<file path="config.mk">
export PLATFORM = sky130hd
export DESIGN_NAME = keypad_scanner_flat
export DESIGN_NICKNAME = d
export VERILOG_FILES = /design/src/rtl/keypad_scanner_if.sv /design/src/rtl/keypad_scanner.sv /design/src/flat_wrapper.sv
export SDC_FILE = /design/constraint.sdc
export NUM_CORES = 1
export LEC_CHECK = 0
export ABC_AREA = 1
export BUFFER_PORTS_ARGS = -buffer_cell sky130_fd_sc_hd__buf_2
export CORE_MARGIN = 2
export CORE_UTILIZATION = 60
export DETAILED_ROUTE_END_ITERATION = 8
export PLACE_DENSITY_LB_ADDON = 0.15
export REMOVE_ABC_BUFFERS = 1
export SYNTH_ARGS = -nofsm -noshare
export SYNTH_HDL_FRONTEND = slang
export SYNTH_SLANG_ARGS = --single-unit
</file>
<file path="constraint.sdc">
create_clock -name clk -period 10.2 [get_ports clk]
set_input_delay 1.53 -clock clk [delete_from_list [all_inputs] [get_ports clk]]
set_output_delay 1.53 -clock clk [all_outputs]
set_load 0.01 [all_outputs]
</file>
<file path="src/rtl/keypad_scanner_if.sv">
// Keypad pins plus the debounced key-event outputs of keypad_scanner.
// The master side is whatever drives enable and the column returns.
interface keypad_scanner_if;
    logic       enable;
    logic [3:0] keypadCol;
    logic [3:0] keypadRow;
    logic       key_valid;
    logic [3:0] key_code;
    logic       key_held;

    modport master (
        output enable,
        output keypadCol,
        input  keypadRow,
        input  key_valid,
        input  key_code,
        input  key_held
    );

    modport slave (
        input  enable,
        input  keypadCol,
        output keypadRow,
        output key_valid,
        output key_code,
        output key_held
    );
endinterface

</file>
<file path="src/rtl/keypad_scanner.sv">
// 4x4 matrix keypad scanner with frame-based debounce.
// Emits one key_valid pulse per accepted press with code {row, col}.
module keypad_scanner #(
    parameter int unsigned SCAN_DIV        = 50000,
    parameter int unsigned DEBOUNCE_FRAMES = 4
) (
    input logic              clk,
    input logic              rst,
    keypad_scanner_if.slave  kp
);

    localparam int unsigned    DivW      = (SCAN_DIV > 1) ? $clog2(SCAN_DIV) : 1;
    localparam logic [DivW-1:0] DivLast  = DivW'(SCAN_DIV - 1);
    localparam logic [3:0]     CntTarget = 4'(DEBOUNCE_FRAMES);

    localparam logic [1:0] StIdle     = 2'd0;
    localparam logic [1:0] StPressChk = 2'd1;
    localparam logic [1:0] StHeld     = 2'd2;
    localparam logic [1:0] StRelChk   = 2'd3;

    logic [3:0]      col_s1_q, col_s2_q;
    logic            active_q;
    logic [DivW-1:0] div_q;
    logic [1:0]      row_q;
    logic [11:0]     slots_q;
    logic [1:0]      state_q, state_d;
    logic [3:0]      cnt_q, cnt_d, cnt_inc;
    logic [3:0]      cand_q, cand_d;
    logic [3:0]      code_q, code_d;
    logic            held_q, held_d;
    logic            valid_q, valid_d;

    logic        sample, frame_end;
    logic [15:0] frame_bits;
    logic [4:0]  n_low;
    logic [3:0]  key_idx;
    logic        is_none, is_key;

    always_ff @(posedge clk or negedge rst) begin
        if (!rst) begin
            col_s1_q <= 4'b1111;
            col_s2_q <= 4'b1111;
        end else begin
            col_s1_q <= kp.keypadCol;
            col_s2_q <= col_s1_q;
        end
    end

    // active_q delays the first row by one cycle so every row gets a full SCAN_DIV window.
    always_ff @(posedge clk or negedge rst) begin
        if (!rst) begin
            active_q <= 1'b0;
            div_q    <= '0;
            row_q    <= 2'd0;
        end else if (!kp.enable) begin
            active_q <= 1'b0;
            div_q    <= '0;
            row_q    <= 2'd0;
        end else begin
            active_q <= 1'b1;
            if (active_q) begin
                if (div_q == DivLast) begin
                    div_q <= '0;
                    row_q <= row_q + 2'd1;
                end else begin
                    div_q <= div_q + 1'b1;
                end
            end
        end
    end

    assign sample    = kp.enable && active_q && (div_q == DivLast);
    assign frame_end = sample && (row_q == 2'd3);

    always_ff @(posedge clk or negedge rst) begin
        if (!rst) begin
            slots_q <= 12'hfff;
        end else if (sample) begin
            case (row_q)
                2'd0:    slots_q[3:0]  <= col_s2_q;
                2'd1:    slots_q[7:4]  <= col_s2_q;
                2'd2:    slots_q[11:8] <= col_s2_q;
                default: ;
            endcase
        end
    end

    // Row 3 is classified straight from the synchronizer so the FSM acts on the sample edge.
    assign frame_bits = {col_s2_q, slots_q};

    always_comb begin
        n_low   = 5'd0;
        key_idx = 4'd0;
        for (int i = 0; i < 16; i++) begin
            if (!frame_bits[i]) begin
                n_low   = n_low + 5'd1;
                key_idx = 4'(i);
            end
        end
    end

    assign is_none = (n_low == 5'd0);
    assign is_key  = (n_low == 5'd1);
    assign cnt_inc = (cnt_q >= CntTarget) ? cnt_q : cnt_q + 4'd1;

    always_comb begin
        state_d = state_q;
        cnt_d   = cnt_q;
        cand_d  = cand_q;
        code_d  = code_q;
        held_d  = held_q;
        valid_d = 1'b0;
        if (!kp.enable) begin
            state_d = StIdle;
            cnt_d   = 4'd0;
            held_d  = 1'b0;
        end else if (frame_end) begin
            case (state_q)
                StIdle: begin
                    if (is_key) begin
                        cand_d = key_idx;
                        if (DEBOUNCE_FRAMES == 1) begin
                            state_d = StHeld;
                            valid_d = 1'b1;
                            code_d  = key_idx;
                            held_d  = 1'b1;
                        end else begin
                            state_d = StPressChk;
                            cnt_d   = 4'd1;
                        end
                    end
                end
                StPressChk: begin
                    if (!is_key) begin
                        state_d = StIdle;
                        cnt_d   = 4'd0;
                    end else if (key_idx != cand_q) begin
                        cand_d = key_idx;
                        cnt_d  = 4'd1;
                    end else if (cnt_inc >= CntTarget) begin
                        state_d = StHeld;
                        cnt_d   = cnt_inc;
                        valid_d = 1'b1;
                        code_d  = cand_q;
                        held_d  = 1'b1;
                    end else begin
                        cnt_d = cnt_inc;
                    end
                end
                StHeld: begin
                    if (is_none) begin
                        if (DEBOUNCE_FRAMES == 1) begin
                            state_d = StIdle;
                            cnt_d   = 4'd0;
                            held_d  = 1'b0;
                        end else begin
                            state_d = StRelChk;
                            cnt_d   = 4'd1;
                        end
                    end
                end
                default: begin
                    if (!is_none) begin
                        state_d = StHeld;
                    end else if (cnt_inc >= CntTarget) begin
                        state_d = StIdle;
                        cnt_d   = 4'd0;
                        held_d  = 1'b0;
                    end else begin
                        cnt_d = cnt_inc;
                    end
                end
            endcase
        end
    end

    always_ff @(posedge clk or negedge rst) begin
        if (!rst) begin
            state_q <= StIdle;
            cnt_q   <= 4'd0;
            cand_q  <= 4'd0;
            code_q  <= 4'd0;
            held_q  <= 1'b0;
            valid_q <= 1'b0;
        end else begin
            state_q <= state_d;
            cnt_q   <= cnt_d;
            cand_q  <= cand_d;
            code_q  <= code_d;
            held_q  <= held_d;
            valid_q <= valid_d;
        end
    end

    assign kp.keypadRow = active_q ? ~(4'b0001 << row_q) : 4'b0000;
    assign kp.key_valid = valid_q;
    assign kp.key_code  = code_q;
    assign kp.key_held  = held_q;

endmodule

</file>
<file path="src/flat_wrapper.sv">
// flat-port wrapper written by rule: the top's interface ports become plain ports
module keypad_scanner_flat 
#(
    parameter int unsigned SCAN_DIV        = 50000,
    parameter int unsigned DEBOUNCE_FRAMES = 4
)
  (clk, rst, kp_enable, kp_keypadCol, kp_keypadRow, kp_key_valid, kp_key_code, kp_key_held);
  keypad_scanner_if kp_i ();
  input logic clk;
  input logic rst;
  input wire logic [$bits(kp_i.enable)-1:0] kp_enable;
  input wire logic [$bits(kp_i.keypadCol)-1:0] kp_keypadCol;
  output wire logic [$bits(kp_i.keypadRow)-1:0] kp_keypadRow;
  output wire logic [$bits(kp_i.key_valid)-1:0] kp_key_valid;
  output wire logic [$bits(kp_i.key_code)-1:0] kp_key_code;
  output wire logic [$bits(kp_i.key_held)-1:0] kp_key_held;
  assign kp_i.enable = kp_enable;
  assign kp_i.keypadCol = kp_keypadCol;
  assign kp_keypadRow = kp_i.keypadRow;
  assign kp_key_valid = kp_i.key_valid;
  assign kp_key_code = kp_i.key_code;
  assign kp_key_held = kp_i.key_held;
  keypad_scanner #(.SCAN_DIV(SCAN_DIV), .DEBOUNCE_FRAMES(DEBOUNCE_FRAMES)) u_core (.clk(clk), .rst(rst), .kp(kp_i));
endmodule
</file>
* Yosys cells after proc, flatten, opt, wreduce, memory -nomap -nowiden *
Index checks and enable logic that the tools add are counted.

cells by class
  multiplexer cells = 77
  shift-type cells = 1
  eq/ne operators = 25
  order comparisons = 2
  $add $sub $neg = 18
  bitwise operators = 2
  reductions and logical operators = 17

operators by type and width
  operator                 number
  $mux W4                  21
  $mux W5                  15
  $add A5 B1 Y5 const B    14
  $mux W16                 3
  $mux W2                  14
  $reduce_and A6 Y1        4
  $add A16 B1 Y16 const B  1
  $eq A16 B16 Y1 const B   1
  $mux W1                  16
  $ne A2 B1 Y1 const B     7
  $mux W3                  4
  $pmux W4 S3              1
  $ne A3 B2 Y1 const B     3
  $ge A4 B3 Y1 const B     2
  $ne A4 B4 Y1 const B     2
  $pmux W4 S2              1
  $reduce_and A2 Y1        4
  $eq A2 B2 Y1 const B     3
  $ne A6 B6 Y1 const B     1
  $pmux W2 S3              1
  $eq A5 B1 Y1 const B     1
  $logic_not A5 Y1         1
  $add A4 B1 Y4 const B    1
  $eq A2 B1 Y1 const B     2
  16 further kinds         19

word-level totals
  output and inout port bits = 10
  register bits = 55
  logic and storage cells = 156
  input bits = 7

* Longest topological paths before layout *
Gate-level depths: netlist of run 1.

  depth after elaboration = 36
  mapped depth = 58
  depth with buffers taken out = 58

* Worst setup path before layout of run 1 *
OpenSTA, ideal clock, no wires.

  path type = register to register
  from = register u_core.slots_q[1]
  to = register u_core.state_q[0]
  clock period less this slack = 7960 ps
  required time = 10083 ps
  path slack = 2240 ps
  cell stages (with the launch flop) = 56
  buffers on the path = 0
  library setup time = 117 ps
  arrival time = 7844 ps
  cell sequence = dfstp_2 -> inv_1 -> ha_1 -> inv_1 -> nand2_2 -> nand2_1 -> ha_1 -> or2_2 -> and2_1 -> ha_1 -> nand2_1 -> nand2_1 -> ha_1 -> nand2_1 -> nand2_1 -> ha_1 -> nand2_1 -> nand2_1 -> (+20 left out) -> nor2_1 -> inv_1 -> nand2_1 -> inv_1 -> ha_1 -> nand2_1 -> nand2_1 -> ha_1 -> o21ai_0 -> nand3_1 -> nor2_4 -> nand2_4 -> nand2_4 -> nand2_2 -> nor2_4 -> nand2_1 -> nand2_1 -> nand2_1

between the ends
  longest elaborated chain between the ends = 34
  elaborated cells on any way between the ends = 58
  classes of those cells = add/sub (14); eq/ne (7); mux (35); reduce/logical (2)

RTL lines
  what                                              line                                          text
  start, declared                                   keypad_scanner.sv:25                          logic [11:0] slots_q;
  start signal, assigned                            keypad_scanner.sv:80                          2'd0: slots_q[3:0] <= col_s2_q;
  $mux W5                                           keypad_scanner.sv:95                          if (!frame_bits[i]) begin
  $add A5 B1 Y5                                     keypad_scanner.sv:96                          n_low = n_low + 5'd1;
  $mux W5                                           keypad_scanner.sv:95
  $add A5 B1 Y5                                     keypad_scanner.sv:96
  $mux W5                                           keypad_scanner.sv:95
  $add A5 B1 Y5                                     keypad_scanner.sv:96
  $mux W5                                           keypad_scanner.sv:95
  $add A5 B1 Y5                                     keypad_scanner.sv:96
  (+18 left out)                                    n/a
  $mux W5                                           keypad_scanner.sv:95
  $add A5 B1 Y5                                     keypad_scanner.sv:96
  $mux W5                                           keypad_scanner.sv:95
  $eq A5 B1 Y1 or $logic_not A5 Y1 (tied branches)  keypad_scanner.sv:103, keypad_scanner.sv:102
  $mux W2, on equally long branches                 keypad_scanner.sv:134, keypad_scanner.sv:163
  $pmux W2 S3                                       keypad_scanner.sv:118                         case (state_q)
  $mux W2                                           keypad_scanner.sv:117                         end else if (frame_end) begin
  $mux W2                                           keypad_scanner.sv:113                         if (!kp.enable) begin
  end signal, assigned                              keypad_scanner.sv:179                         state_q <= StIdle;
  end signal, assigned                              keypad_scanner.sv:186                         state_q <= state_d;
  end, declared                                     keypad_scanner.sv:26                          logic [1:0] state_q, state_d;

Several ways; a longest one is shown, not always the timed one. The select of a mux whose other input is x is not followed.
A chain may end at the register's enable or synchronous reset.

* Worst setup path after layout of run 1 *
  from = register u_core.slots_q[1]
  to = register u_core.state_q[1]

The elaborated chain is that of the path after synthesis.

==> results of run 1 <==
logic make-up after synthesis:
group / after synthesis / share of synthesized area
compound gates: 67 / 0.0813
xor+xnor: 10 / 0.0190
fa+ha+maj: 25 / 0.0678
buf+inv: 127 / 0.104
flops: 55 / 0.304
simple gates: 413 / 0.425
layout make-up:
type | instances | area [um^2]
clock buffer | 6 | 82.6
sequential | 55 | 1400
fill | 669 | 2470
clock inverter | 2 | 15.0
multi-input combinational | 515 | 2740
timing repair buffer | 17 | 87.6
inverter | 121 | 454
tap | 99 | 124
registers in the layout, summed over array words and instances (netlist names), 2 cells and up:
name                cells
u_core.slots_q         12
u_core.cand_q           4
u_core.cnt_q            4
u_core.kp.key_code      4
u_core.state_q          2
u_core.div_q           16
u_core.col_s1_q         4
u_core.col_s2_q         4
u_core.row_q            2
layout by cell type (no fill, tap or decap), types with 7 or more instances in the layout:
master                      n
sky130_fd_sc_hd__nand3_2   14
sky130_fd_sc_hd__o21ai_0   31
sky130_fd_sc_hd__nand3_1   56
sky130_fd_sc_hd__nand2_1  203
sky130_fd_sc_hd__ha_1      25
sky130_fd_sc_hd__buf_2     16
sky130_fd_sc_hd__nand4_1    7
sky130_fd_sc_hd__a21oi_1   12
sky130_fd_sc_hd__inv_1    119
sky130_fd_sc_hd__nand2_2   36
sky130_fd_sc_hd__or2_2      8
sky130_fd_sc_hd__xor2_1     8
sky130_fd_sc_hd__nor2_1    59
sky130_fd_sc_hd__dfstp_2   20
sky130_fd_sc_hd__dfrtp_1   35
sky130_fd_sc_hd__o21ai_1    9
layer usage:
layer	wire length (um)	GRT usage	part of all wire	up-vias
li1	-	-	-	2235
met3	224	0.0320	0.025	7
met4	98	0.0647	0.011	0
met1	4300	0.289	0.48	1873
met5	0	0	0	-
met2	4330	0.422	0.48	52
synth_stat cells, types with 8 or more instances:
cell type | number | area [um^2]
sky130_fd_sc_hd__dfstp_2 | 20 | 526
sky130_fd_sc_hd__or2_2 | 8 | 50.1
sky130_fd_sc_hd__nand2_1 | 203 | 762
sky130_fd_sc_hd__o21ai_0 | 31 | 155
sky130_fd_sc_hd__nand3_2 | 14 | 140
sky130_fd_sc_hd__xor2_1 | 8 | 70.1
sky130_fd_sc_hd__a21oi_1 | 12 | 60.1
sky130_fd_sc_hd__ha_1 | 25 | 313
sky130_fd_sc_hd__nand3_1 | 56 | 280
sky130_fd_sc_hd__nor2_1 | 59 | 221
sky130_fd_sc_hd__nand2_2 | 36 | 225
sky130_fd_sc_hd__inv_1 | 119 | 447
sky130_fd_sc_hd__dfrtp_1 | 35 | 876
sky130_fd_sc_hd__o21ai_1 | 9 | 45.0
final timing paths:
path                                          startpoint                            end  cells after the start
max in group asynchronous                            rst    u_core.div_q[5]$_DFFE_PN0P_                      2
setup reg to reg           u_core.slots_q[1]$_DFFE_PN1P_  u_core.state_q[1]$_DFFE_PN0P_                     55
hold / removal              u_core.col_s1_q[3]$_DFF_PN1_   u_core.col_s2_q[3]$_DFF_PN1_                      0
min in group asynchronous                            rst      u_core.active_q$_DFF_PN0_                      2
hold reg to reg             u_core.col_s1_q[3]$_DFF_PN1_   u_core.col_s2_q[3]$_DFF_PN1_                      0
setup / recovery           u_core.slots_q[1]$_DFFE_PN1P_  u_core.state_q[1]$_DFFE_PN0P_                     55
critical path: cells and delay by family (launching register included):
| kind | cells | cell delay, ps |
|---|---|---|
| adders and majority gates | 14 | 3950 |
| and+or+nand+nor | 32 | 3280 |
| DFF | 1 | 570 |
| AOI/OAI and AO/OA | 4 | 470 |
| buffers and inverters | 5 | 290 |
power by group through the flow:
stage / registers (uW) / logic, uW / clock network [uW]
floorplan: 241 / 62.3 / 0
global placement: 243 / 82.0 / 0
detailed placement: 243 / 84.8 / 0
CTS: 239 / 85.1 / 132
global route: 241 / 97.1 / 141
finish: 240 / 84.9 / 130
through the flow:
stage	hold slack, ps	cell area [um^2]	setup WS, ps	utilization
2_1_floorplan	345	4590	2240	-
3_3_place_gp	346	4800	1970	0.652
3_5_place_dp	347	4800	1640	0.652
4_1_cts	360	4900	1600	0.665
5_1_grt	362	4900	879	0.665
6_report	361	4900	1590	0.665
==> summary by stage, run 1 <==
Clock tree
The count of instances resized after the clock tree is built is 0. The clock sink total is 55. The TritonCTS clock tree is done.

The number of clock buffers inserted by TritonCTS is 5. The clock-pin slew on the worst setup and hold paths is about 100 ps. In this run the deepest clock path goes through 2 buffers. The clock tree synthesis step divided the H-tree into 2 levels. The root cell of the clock tree is sky130_fd_sc_hd__clkbuf_8. For this design, the CTS-stage hold fixing added 0 buffers. Once the clock tree was built, the setup fixing pass inserted 0 buffers. The later pin in the worst-skew pair is clocked with a latency of 310 ps.

GRT
The first-pass GRT wire length is roughly 16000 um. The largest net degree at the start of global routing is between 50 and 60. For this run the aggregate overflow at the end of global routing stands at 0. The global-route usage over all layers is 0.233.

The initial antenna violation count is 0. The via count of the first global-routing pass was just over 4k.

Final layout
The non-filler instance count after layout is ~820. The fraction of layout instances using a drive strength above 1 is 0.162. The final layout contains between 700 and 800 nets.

The repair_antennas step left the layout with diodes totalling 0. The layout overhead on the synthesized area is 6.15%.

Setup path
The largest stage delay on the critical path is ~570 ps. At the worst endpoint, the arrival time is between 8000 and 9000 ps. The worst setup path category is reg -> reg.

The data required time at the worst endpoint is roughly 10000 ps. The cell type with the highest occurrence count on the critical path is sky130_fd_sc_hd__nand2_1. In this run the worst path has a maximum fanout of 6. The setup check on the worst reg-to-reg path leaves a slack of approximately 1600 ps. The category of the worst setup path launch point is a register. The highest-delay cell along the critical path is sky130_fd_sc_hd__dfstp_2.

The endpoint kind of the worst setup timing path is a register.

STA
The final critical-path share of the clock period is 0.844. Measured against its own limit, the worst slew margin works out to 0.511. The count of final max-slew check failures came to 0. The summed negative setup slack over all endpoints is 0 ps. The post-layout minimum cycle time is ~8600 ps. The worst clock skew on the final layout is 7.76 ps.

The number of setup violations in the final report is 0. The number of hold-slack violations in the final timing report was 0. The top achievable clock speed is 0.116 GHz.

The slew at the pin closest to its max-slew limit is about 730 ps. Setup repair after global routing left no endpoint under its margin.

Placed design
The weighted congestion at the end of routability-driven global placement is just under 0.9. Buffers placed on the I/O ports in this run total 16. The total placed cells including tap cells is slightly above 800. After legalization and detailed placement, the total HPWL measured between 7000 and 8000 um.

Yosys
The Yosys step of the flow raised 0 warnings. The area of the mapped netlist is around 4600 um^2. Each instance of the synthesized netlist takes up on average between 6 and 7 um^2. The commonest register cell after synthesis is sky130_fd_sc_hd__dfrtp_1. The share of flip-flops with an asynchronous set or reset after synthesis is 1.00. The number of synthesized register bits is 55. The number of flops mapped to enable cells by yosys is 0. Of the synthesized area, sequential elements account for 0.304. Synthesis instantiated 40 different standard cells from the library.

The synthesized instance count is between 600 and 700.

Route
In this run, the number of DRC markers left after iteration 0 of detailed routing was approximately 120. The average wire per cell in the routed design is between 10 and 15 um. The number of design rule violations left after detail routing is 0.

The final route contains 4167 vias. The aggregate routed wire length is 8950 um. The number of detailed-route iterations in the first pass is 4. After detailed routing, the number of vias per cell comes to 5.11. Once detail routing completed, the nets flagged for antenna violations numbered 0.

Pwr
The power consumption is about 450 uW. The clock network fraction of design power is 0.285. Of the total power, the share spent switching nets is 0.304.

The design internal power is between 300 and 400 uW. The peak supply drop is 0.142 mV. The share of total power dissipated in combinational logic is 0.187.

The leakage power total is about 0.0027 uW. The analysis attributes to net switching a power of roughly 140 uW. The power per cell area is 92.7 nW/um^2. Of the total power, registers draw 0.528.

Run
The tool flagged a number of max-cap violations equal to 0.

Floorplanning
The die is ~92 um wide. For this configuration, the core starts out at a cell density of 0.626. In this run the count of I/O pins placed on the die edge is 17.

The floorplan step set the die height to around 92 um. The floorplan step defined a die boundary enclosing approximately 8400 um^2. After floorplanning, the core was divided into 31 placement rows. The area of the core is 7370 um^2.

Status
The flow ran to the end, and the final reports show no timing, DRC or antenna violations.

Min path
The min-delay analysis places its worst path in the category reg -> reg.
(Power assumes the default switching activity.)
==> inputs of run 2 (changes only) <==
==> constraint.sdc (replaced) <==
create_clock -name clk -period 8.23 [get_ports clk]
set_input_delay 1.2345 -clock clk [delete_from_list [all_inputs] [get_ports clk]]
set_output_delay 1.2345 -clock clk [all_outputs]
set_load 0.01 [all_outputs]
==> run 2 against run 1 <==
Sequential power grew 24%; via count grew 17%; cell area grew 20%; clock-buffer cell count is the same; worst setup slack lost 1500 ps; die area is the same; largest power group unchanged.
==> summary by stage, run 2 (synthesis results as in run 1) <==
Route
The number of detailed-route iterations in the first pass came to 7 (+3). The number of design rule violations left after detail routing is 0 (unchanged). The post-detailed-route via-to-cell ratio is 5.56 (+8.7%). The remaining number of nets flagged by the antenna check after routing came to 0 (unchanged). The average wire per cell in the routed design came to 14.6 um (+33%).

The routed via count is 4869 (+17%). The count of routing violations after the opening detailed-route iteration came to 257 (+110%). The aggregate routed wire length was 12800 um (+43%).

Setup path
The worst path buffer plus inverter count is 15 (+10). The highest-delay cell along the critical path is sky130_fd_sc_hd__dfstp_2. The data required time at the worst endpoint came to 8500 ps (-1920 ps). The maximum net fanout on the critical path is 3 (-3). The worst-case reg-to-reg path depth was 59 (+7.3%).

The kind of cell with the highest combined delay along the critical path is adder cells. The worst reg-to-reg setup slack is 90 ps (-1510 ps). The arrival time at the worst endpoint is 8420 ps (-400 ps). STA classifies the critical path startpoint as a register.

The endpoint of the worst register-to-register path is u_core.state_q[0]$_DFFE_PN0P_. The largest stage delay on the critical path is 560 ps (about the same). The worst setup path is captured at a register.

The setup path with the least slack is of type reg -> reg. The startpoint of the most critical register-to-register path is u_core.slots_q[1]$_DFFE_PN1P_. The cell type with the highest occurrence count on the critical path is sky130_fd_sc_hd__buf_4.

Min path
The cell depth of the worst min-delay path is 0 (unchanged). The source of the worst hold timing path is u_core.col_s1_q[0]$_DFF_PN1_. The type of the tightest min-delay check is reg -> reg. The hold path endpoint is u_core.col_s2_q[0]$_DFF_PN1_.

Final layout
The final-stage net count was 808 (+8.2%). The final instance area is 5890 um^2 (+20%). The number of flip-flops under the largest register name was 16 (unchanged).

The top cell types in the final layout, fill and taps aside, are sky130_fd_sc_hd__nand2_1, sky130_fd_sc_hd__inv_1, sky130_fd_sc_hd__buf_4. The area growth from synthesis to layout is 27.7%. In the final layout, the registers with the most flip-flops are u_core.div_q x16, u_core.slots_q x12. The leading cell type in the layout, fill and taps excluded is sky130_fd_sc_hd__nand2_1. The largest register by flop count is u_core.div_q. The utilization after layout is 0.800 (+0.135). The layout filler cell count is 491 (-27%).

The fraction of layout instances using a drive strength above 1 is 0.336 (+0.174). The number of antenna cells inserted is 0 (unchanged). The non-filler instance count after layout came to 876 (+7.5%).

Clock tree
TritonCTS built the clock tree. The number of levels the H-tree was split into came to 2 (unchanged). The clock sink total is 55 (unchanged). The clock-pin slew on the worst setup and hold paths was 100 ps (about the same). The root cell of the clock tree is sky130_fd_sc_hd__clkbuf_8. The number of clock buffers inserted by TritonCTS was 5 (unchanged). The hold buffer count at cts came to 0 (unchanged). The clock network latency to the later pin of the worst-skew pair was 320 ps (about the same).

The buffer levels on the longest clock path is 2 (unchanged).

Placed design
The total placed cells including tap cells was 810 (+0.37%). The count of input and output buffers is 16 (unchanged). The weighted congestion at the end of routability-driven global placement is 0.904 (+2.9%). The worst slack at placement was -254 ps (-1890 ps). The total cell area at the placement stage came to 4820 um^2 (+0.47%). The HPWL reported at the end of detailed placement came to 7280 um (+1.1%).

Floorplanning
The die width came to 91.7 um (unchanged). The area of the core was 7370 um^2 (unchanged). The placement row count was 31 (unchanged). The height of the die is 91.7 um (unchanged).

The starting utilization of the core area is 0.626 (unchanged). The floorplan die area is 8410 um^2 (unchanged). The number of primary I/O pins is 17 (unchanged).

Pwr
The fraction of power spent switching nets was 0.316 (+0.0121). The design internal power is 400 uW (+26%). The leakage power total came to 0.00316 uW (+15%). The clock network fraction of design power is 0.278 (-0.007).

The reported net switching power was 184 uW (+34%). The peak supply drop is 0.124 mV (-13%). The power per cell area is 99.1 nW/um^2 (+6.9%). The part of the total power dissipated in combinational logic is 0.213 (+0.026).

The relative contribution of sequential cells to total power was 0.508 (-0.020).

STA
The worst clock skew on the final layout was 11.0 ps (+3.29 ps). The count of final max-slew check failures is 0 (unchanged). The tightest slew margin relative to the limit is 0.538 (+0.0272).

The slew at the pin closest to its max-slew limit was 690 ps (-40.6 ps). The worst hold slack after final layout is 356 ps (-5.56 ps). The slack of the critical path is 88.3 ps (-1510 ps). The final critical-path share of the clock period is 0.989 (+0.146).

The top achievable clock speed came to 0.123 GHz (+5.7%). The number of hold-slack violations in the final timing report is 0 (unchanged). The post-layout minimum cycle time is 8140 ps (-465 ps).

The number of setup violations in the final report was 0 (unchanged).

GRT
The first-pass GRT wire length is 19500 um (+18%). The sum of overflow across all layers after global routing is 0 (unchanged). The initial antenna violation count is 0 (unchanged). The largest net degree at the start of global routing is 56 (unchanged). The via count of the first global-routing pass was 4608 (+14%). The global-route usage over all layers is 0.278 (+0.0455).

Run
The count of max-cap constraint violations is 0 (unchanged).

Status
The run finished with clean final reports.
[run 2: changes by cell type in the layout (fill, tap and decap cells not counted), moves of 10 or more]
cell / change
sky130_fd_sc_hd__nand2_1: -38
sky130_fd_sc_hd__nand2_2: +18
sky130_fd_sc_hd__nand3_1: -17
sky130_fd_sc_hd__buf_4: +60
sky130_fd_sc_hd__nand3_2: +10
sky130_fd_sc_hd__nand2_4: +18
[run 2: worst reg2reg max path: cells and delay by family (launching register included)]
| family | cells | cell delay (ps) |
|---|---|---|
| fa+ha+maj | 11 | 2820 |
| simple gates | 29 | 2750 |
| buf+inv | 15 | 1530 |
| flops | 1 | 560 |
| compound gates | 3 | 270 |
| xor+xnor | 1 | 210 |
[run 2: cell type report]
cell class	count	area [um^2]	area share
Multi-Input combinational cell	515	3270	0.554
Sequential cell	55	1400	0.238
Timing Repair Buffer	78	549	0.0932
Inverter	121	454	0.0771
Tap cell	99	124	0.0210
Clock buffer	6	82.6	0.0140
Clock inverter	2	16.3	0.00276
[run 2: per-stage QoR]
stage | power [uW] | TNS (ps)
floorplan | 376 | 0
global placement | 403 | 0
detailed placement | 407 | -3090
CTS | 572 | 0
global route | 618 | -1920
finish | 584 | 0
[run 2: how the worst max path moves through the flow]
stage                                             start                            end  slack (ps)  cells after the start
after floorplan           u_core.slots_q[1]$_DFFE_PN1P_  u_core.state_q[0]$_DFFE_PN0P_         270                     55
after global placement    u_core.slots_q[1]$_DFFE_PN1P_  u_core.state_q[1]$_DFFE_PN0P_          90                     55
after detailed placement  u_core.slots_q[1]$_DFFE_PN1P_  u_core.state_q[0]$_DFFE_PN0P_        -250                     55
after CTS                 u_core.slots_q[1]$_DFFE_PN1P_  u_core.state_q[1]$_DFFE_PN0P_          20                     73
after global routing      u_core.slots_q[1]$_DFFE_PN1P_  u_core.state_q[0]$_DFFE_PN0P_        -200                     59
final                     u_core.slots_q[1]$_DFFE_PN1P_  u_core.state_q[0]$_DFFE_PN0P_          90                     59
[run 2: per-layer routing]
layer | GRT usage | part of all wire | wire length [um] | vias to the layer above
li1 | - | - | - | 2359
met1 | 0.322 | 0.41 | 5200 | 2249
met2 | 0.504 | 0.50 | 6420 | 195
met3 | 0.0477 | 0.052 | 663 | 66
met4 | 0.119 | 0.041 | 524 | 0
met5 | 0 | 0 | 0 | -
[run 2: timing repair]
action	CTS	global route
pin swaps	35	59
cloned	0	0
resized for setup	30	94
setup endpoints to repair	16	16
setup buffers	53	11
[run 2: power groups by stage]
stage	Combinational, uW	Clock [uW]	Sequential, uW
after global routing	141	178	299
after floorplan	77.2	0	299
after detailed placement	105	0	301
after global placement	102	0	301
final	125	163	297
after CTS	109	166	297
==> inputs of run 3 (changes only) <==
--- a/config.mk
+++ b/config.mk
@@ -6,7 +6,7 @@
 export NUM_CORES = 1
 export LEC_CHECK = 0
 export ABC_AREA = 1
-export BUFFER_PORTS_ARGS = -buffer_cell sky130_fd_sc_hd__buf_2
+export BUFFER_PORTS_ARGS = -buffer_cell sky130_fd_sc_hd__buf_4
 export CORE_MARGIN = 2
 export CORE_UTILIZATION = 60
 export DETAILED_ROUTE_END_ITERATION = 8
==> run 3 against run 2 <==
Maximum frequency grew 3.0%; critical path type unchanged; sequential cell count stayed put; clock-buffer cell count down 1; register-to-register slack gained 240 ps; sequential power about the same; combinational power about the same; global-route usage is 1.1 points lower; utilization shrank 2.8 points; worst hold slack improved by 1.6 ps; die area stayed put; wire length fell by 7.8%.
==> summary by stage, run 3 (synthesis results as in run 1) <==
Setup path
The worst-case reg-to-reg path depth is 57 (-3.4%). The largest stage delay on the critical path came to 550 ps (about the same). The endpoint kind of the worst setup timing path is a register. The data required time at the worst endpoint is 8480 ps (-20 ps).

The highest-delay cell along the critical path is sky130_fd_sc_hd__dfstp_2. The worst setup path category is reg -> reg. STA classifies the critical path startpoint as a register. The maximum net fanout on the critical path is 3 (unchanged). The cell type with the highest occurrence count on the critical path is sky130_fd_sc_hd__nand2_2. The arrival time at the worst endpoint is 8150 ps (-270 ps).

Clock tree
The number of clock buffers inserted by TritonCTS is 5 (unchanged). TritonCTS built the clock tree. The root cell of the clock tree is sky130_fd_sc_hd__clkbuf_8. The clock-pin slew on the worst setup and hold paths is 100 ps (about the same). The buffer levels on the longest clock path is 2 (unchanged). The clock sink total was 55 (unchanged). The number of levels the H-tree was split into came to 2 (unchanged). The clock network latency to the later pin of the worst-skew pair came to 310 ps (about the same).

Floorplanning
The starting utilization of the core area is 0.626 (unchanged). The number of primary I/O pins is 17 (unchanged). The area of the core is 7370 um^2 (unchanged). The height of the die is 91.7 um (unchanged). The floorplan die area was 8410 um^2 (unchanged).

The placement row count came to 31 (unchanged). The die width is 91.7 um (unchanged).

GRT
The global-route usage over all layers was 0.267 (-0.0109). The largest net degree at the start of global routing is 56 (unchanged). The via count of the first global-routing pass is 4460 (-3.2%). The initial antenna violation count is 0 (unchanged). The first-pass GRT wire length is 18900 um (-2.6%). The sum of overflow across all layers after global routing is 0 (unchanged).

Pwr
The design internal power is 423 uW (+5.8%). The relative contribution of sequential cells to total power is 0.493 (-0.015). The clock network fraction of design power is 0.303 (+0.025). The part of the total power dissipated in combinational logic is 0.203 (-0.010). The leakage power total is 0.00307 uW (-2.9%). The fraction of power spent switching nets is 0.299 (-0.0170). The peak supply drop is 0.112 mV (-9.7%).

The reported net switching power is 180 uW (-2.3%). The power per cell area is 106 nW/um^2 (+7.0%).

STA
The number of setup violations in the final report is 0 (unchanged). The worst clock skew on the final layout is 5.57 ps (-5.48 ps). The worst hold slack after final layout is 357 ps (+1.58 ps). The post-layout minimum cycle time came to 7900 ps (-237 ps). The count of final max-slew check failures is 0 (unchanged). The final critical-path share of the clock period came to 0.960 (-0.0288). The tightest slew margin relative to the limit is 0.507 (-0.0312). The number of hold-slack violations in the final timing report was 0 (unchanged). The slew at the pin closest to its max-slew limit came to 736 ps (+46.6 ps). The top achievable clock speed was 0.127 GHz (+3.0%).

Final layout
The number of antenna cells inserted was 0 (unchanged). The layout filler cell count is 532 (+8.4%). The fraction of layout instances using a drive strength above 1 came to 0.290 (-0.0455). Compared with the post-synthesis result, the final layout area differs by 23.2%.

The final-stage net count was 792 (-2.0%). The number of flip-flops under the largest register name is 16 (unchanged). The final instance area is 5690 um^2 (-3.5%). The library cells used most frequently in the layout, excluding fill and tap cells, are sky130_fd_sc_hd__nand2_1, sky130_fd_sc_hd__inv_1, sky130_fd_sc_hd__buf_4. Leaving out fill and tap cells, the most frequent cell in the layout is sky130_fd_sc_hd__nand2_1.

The largest register by flop count is u_core.div_q. The largest registers in the layout are u_core.div_q x16, u_core.slots_q x12. The utilization after layout is 0.772 (-0.0280).

Min path
The cell depth of the worst min-delay path is 0 (unchanged). The type of the tightest min-delay check is reg -> reg.

Placed design
The HPWL reported at the end of detailed placement is 7370 um (+1.2%). The weighted congestion at the end of routability-driven global placement came to 0.890 (-1.6%). The count of input and output buffers is 16 (unchanged). The total cell area at the placement stage was 4860 um^2 (+0.67%).

Route
The post-detailed-route via-to-cell ratio is 5.51 (-0.88%). The count of routing violations after the opening detailed-route iteration is 303 (+18%). The number of design rule violations left after detail routing came to 0 (unchanged). The average wire per cell in the routed design is 13.7 um (-6.1%). The number of detailed-route iterations in the first pass came to 5 (-2). The remaining number of nets flagged by the antenna check after routing came to 0 (unchanged).

The routed via count came to 4738 (-2.7%). The aggregate routed wire length came to 11800 um (-7.8%).

Status
The flow ran to the end, and the final reports show no timing, DRC or antenna violations.

Run
The count of max-cap constraint violations is 0 (unchanged).
==> run 3: changes by cell type in the layout (fill, tap and decap cells not counted), sizes merged <==
| cell | change |
|---|---|
| buf | -16 |
| bufinv | +1 |
| clkbuf | -1 |
| clkinv | -1 |
| clkinvlp | -1 |
| inv | +2 |
==> run 3: worst max-delay path, delay by kind of cell, from the launching register on <==
| family | cells | cell delay [ps] |
|---|---|---|
| adder cells (fa/ha/maj) | 13 | 3360 |
| AND/OR/NAND/NOR | 32 | 2940 |
| buffers and inverters | 8 | 620 |
| flip-flops | 1 | 550 |
| XOR/XNOR | 1 | 190 |
| AO/OA/AOI/OAI | 3 | 180 |
==> run 3: per-stage QoR <==
| step | total power (uW) | worst slack (ps) | instances | TNS [ps] |
|---|---|---|---|---|
| 3_3_place_gp | 405 | 94.6 | 809 | 0 |
| 5_1_grt | 637 | -55.7 | 860 | -143 |
| 2_1_floorplan | 376 | 270 | 691 | 0 |
| 3_5_place_dp | 409 | -227 | 809 | -2780 |
| 4_1_cts | 594 | -8.43 | 856 | -8.43 |
| 6_report | 603 | 326 | 860 | 0 |
==> run 3: routing by layer <==
layer | routed length (um) | GRT usage | up-vias | share of wire
met5 | 0 | 0 | - | 0
met2 | 6050 | 0.496 | 155 | 0.51
li1 | - | - | 2334 | -
met4 | 391 | 0.0784 | 0 | 0.033
met3 | 488 | 0.0247 | 43 | 0.041
met1 | 4870 | 0.329 | 2206 | 0.41
==> run 3: area by class of cell <==
class,count,area (um^2),area share
flip-flops and latches,55,1400,0.246
multi-input cells,515,3110,0.547
inverters,121,454,0.0799
repair buffers,62,480,0.0845
clock inverters,3,45.0,0.00792
clock buffers,5,68.8,0.0121
well taps,99,124,0.0218
==> run 3: worst paths after layout <==
kind / from / to / slack [ps]
min in group asynchronous: rst / u_core.div_q[12]$_DFFE_PN0P_ / 960
setup / recovery: u_core.slots_q[1]$_DFFE_PN1P_ / u_core.state_q[0]$_DFFE_PN0P_ / 330
hold reg to reg: u_core.col_s1_q[1]$_DFF_PN1_ / u_core.col_s2_q[1]$_DFF_PN1_ / 360
hold / removal: u_core.col_s1_q[1]$_DFF_PN1_ / u_core.col_s2_q[1]$_DFF_PN1_ / 360
setup reg to reg: u_core.slots_q[1]$_DFFE_PN1P_ / u_core.state_q[0]$_DFFE_PN0P_ / 330
max in group asynchronous: rst / u_core.cnt_q[3]$_DFFE_PN0P_ / 6830
==> run 3: power groups by stage <==
stage          logic (uW)  registers (uW)  clock network [uW]
6_report              123             298                 183
5_1_grt               138             300                 200
4_1_cts               110             297                 187
3_5_place_dp          107             302                   0
3_3_place_gp          104             301                   0
2_1_floorplan        77.2             299                   0
==> run 3: timing repair <==
action                                  4_1_cts  5_1_grt
endpoints found under the setup margin       16       16
buffers inserted                             39        7
hold buffers                                  0        0
gates resized for setup                      12       79
pin swaps                                     5       57
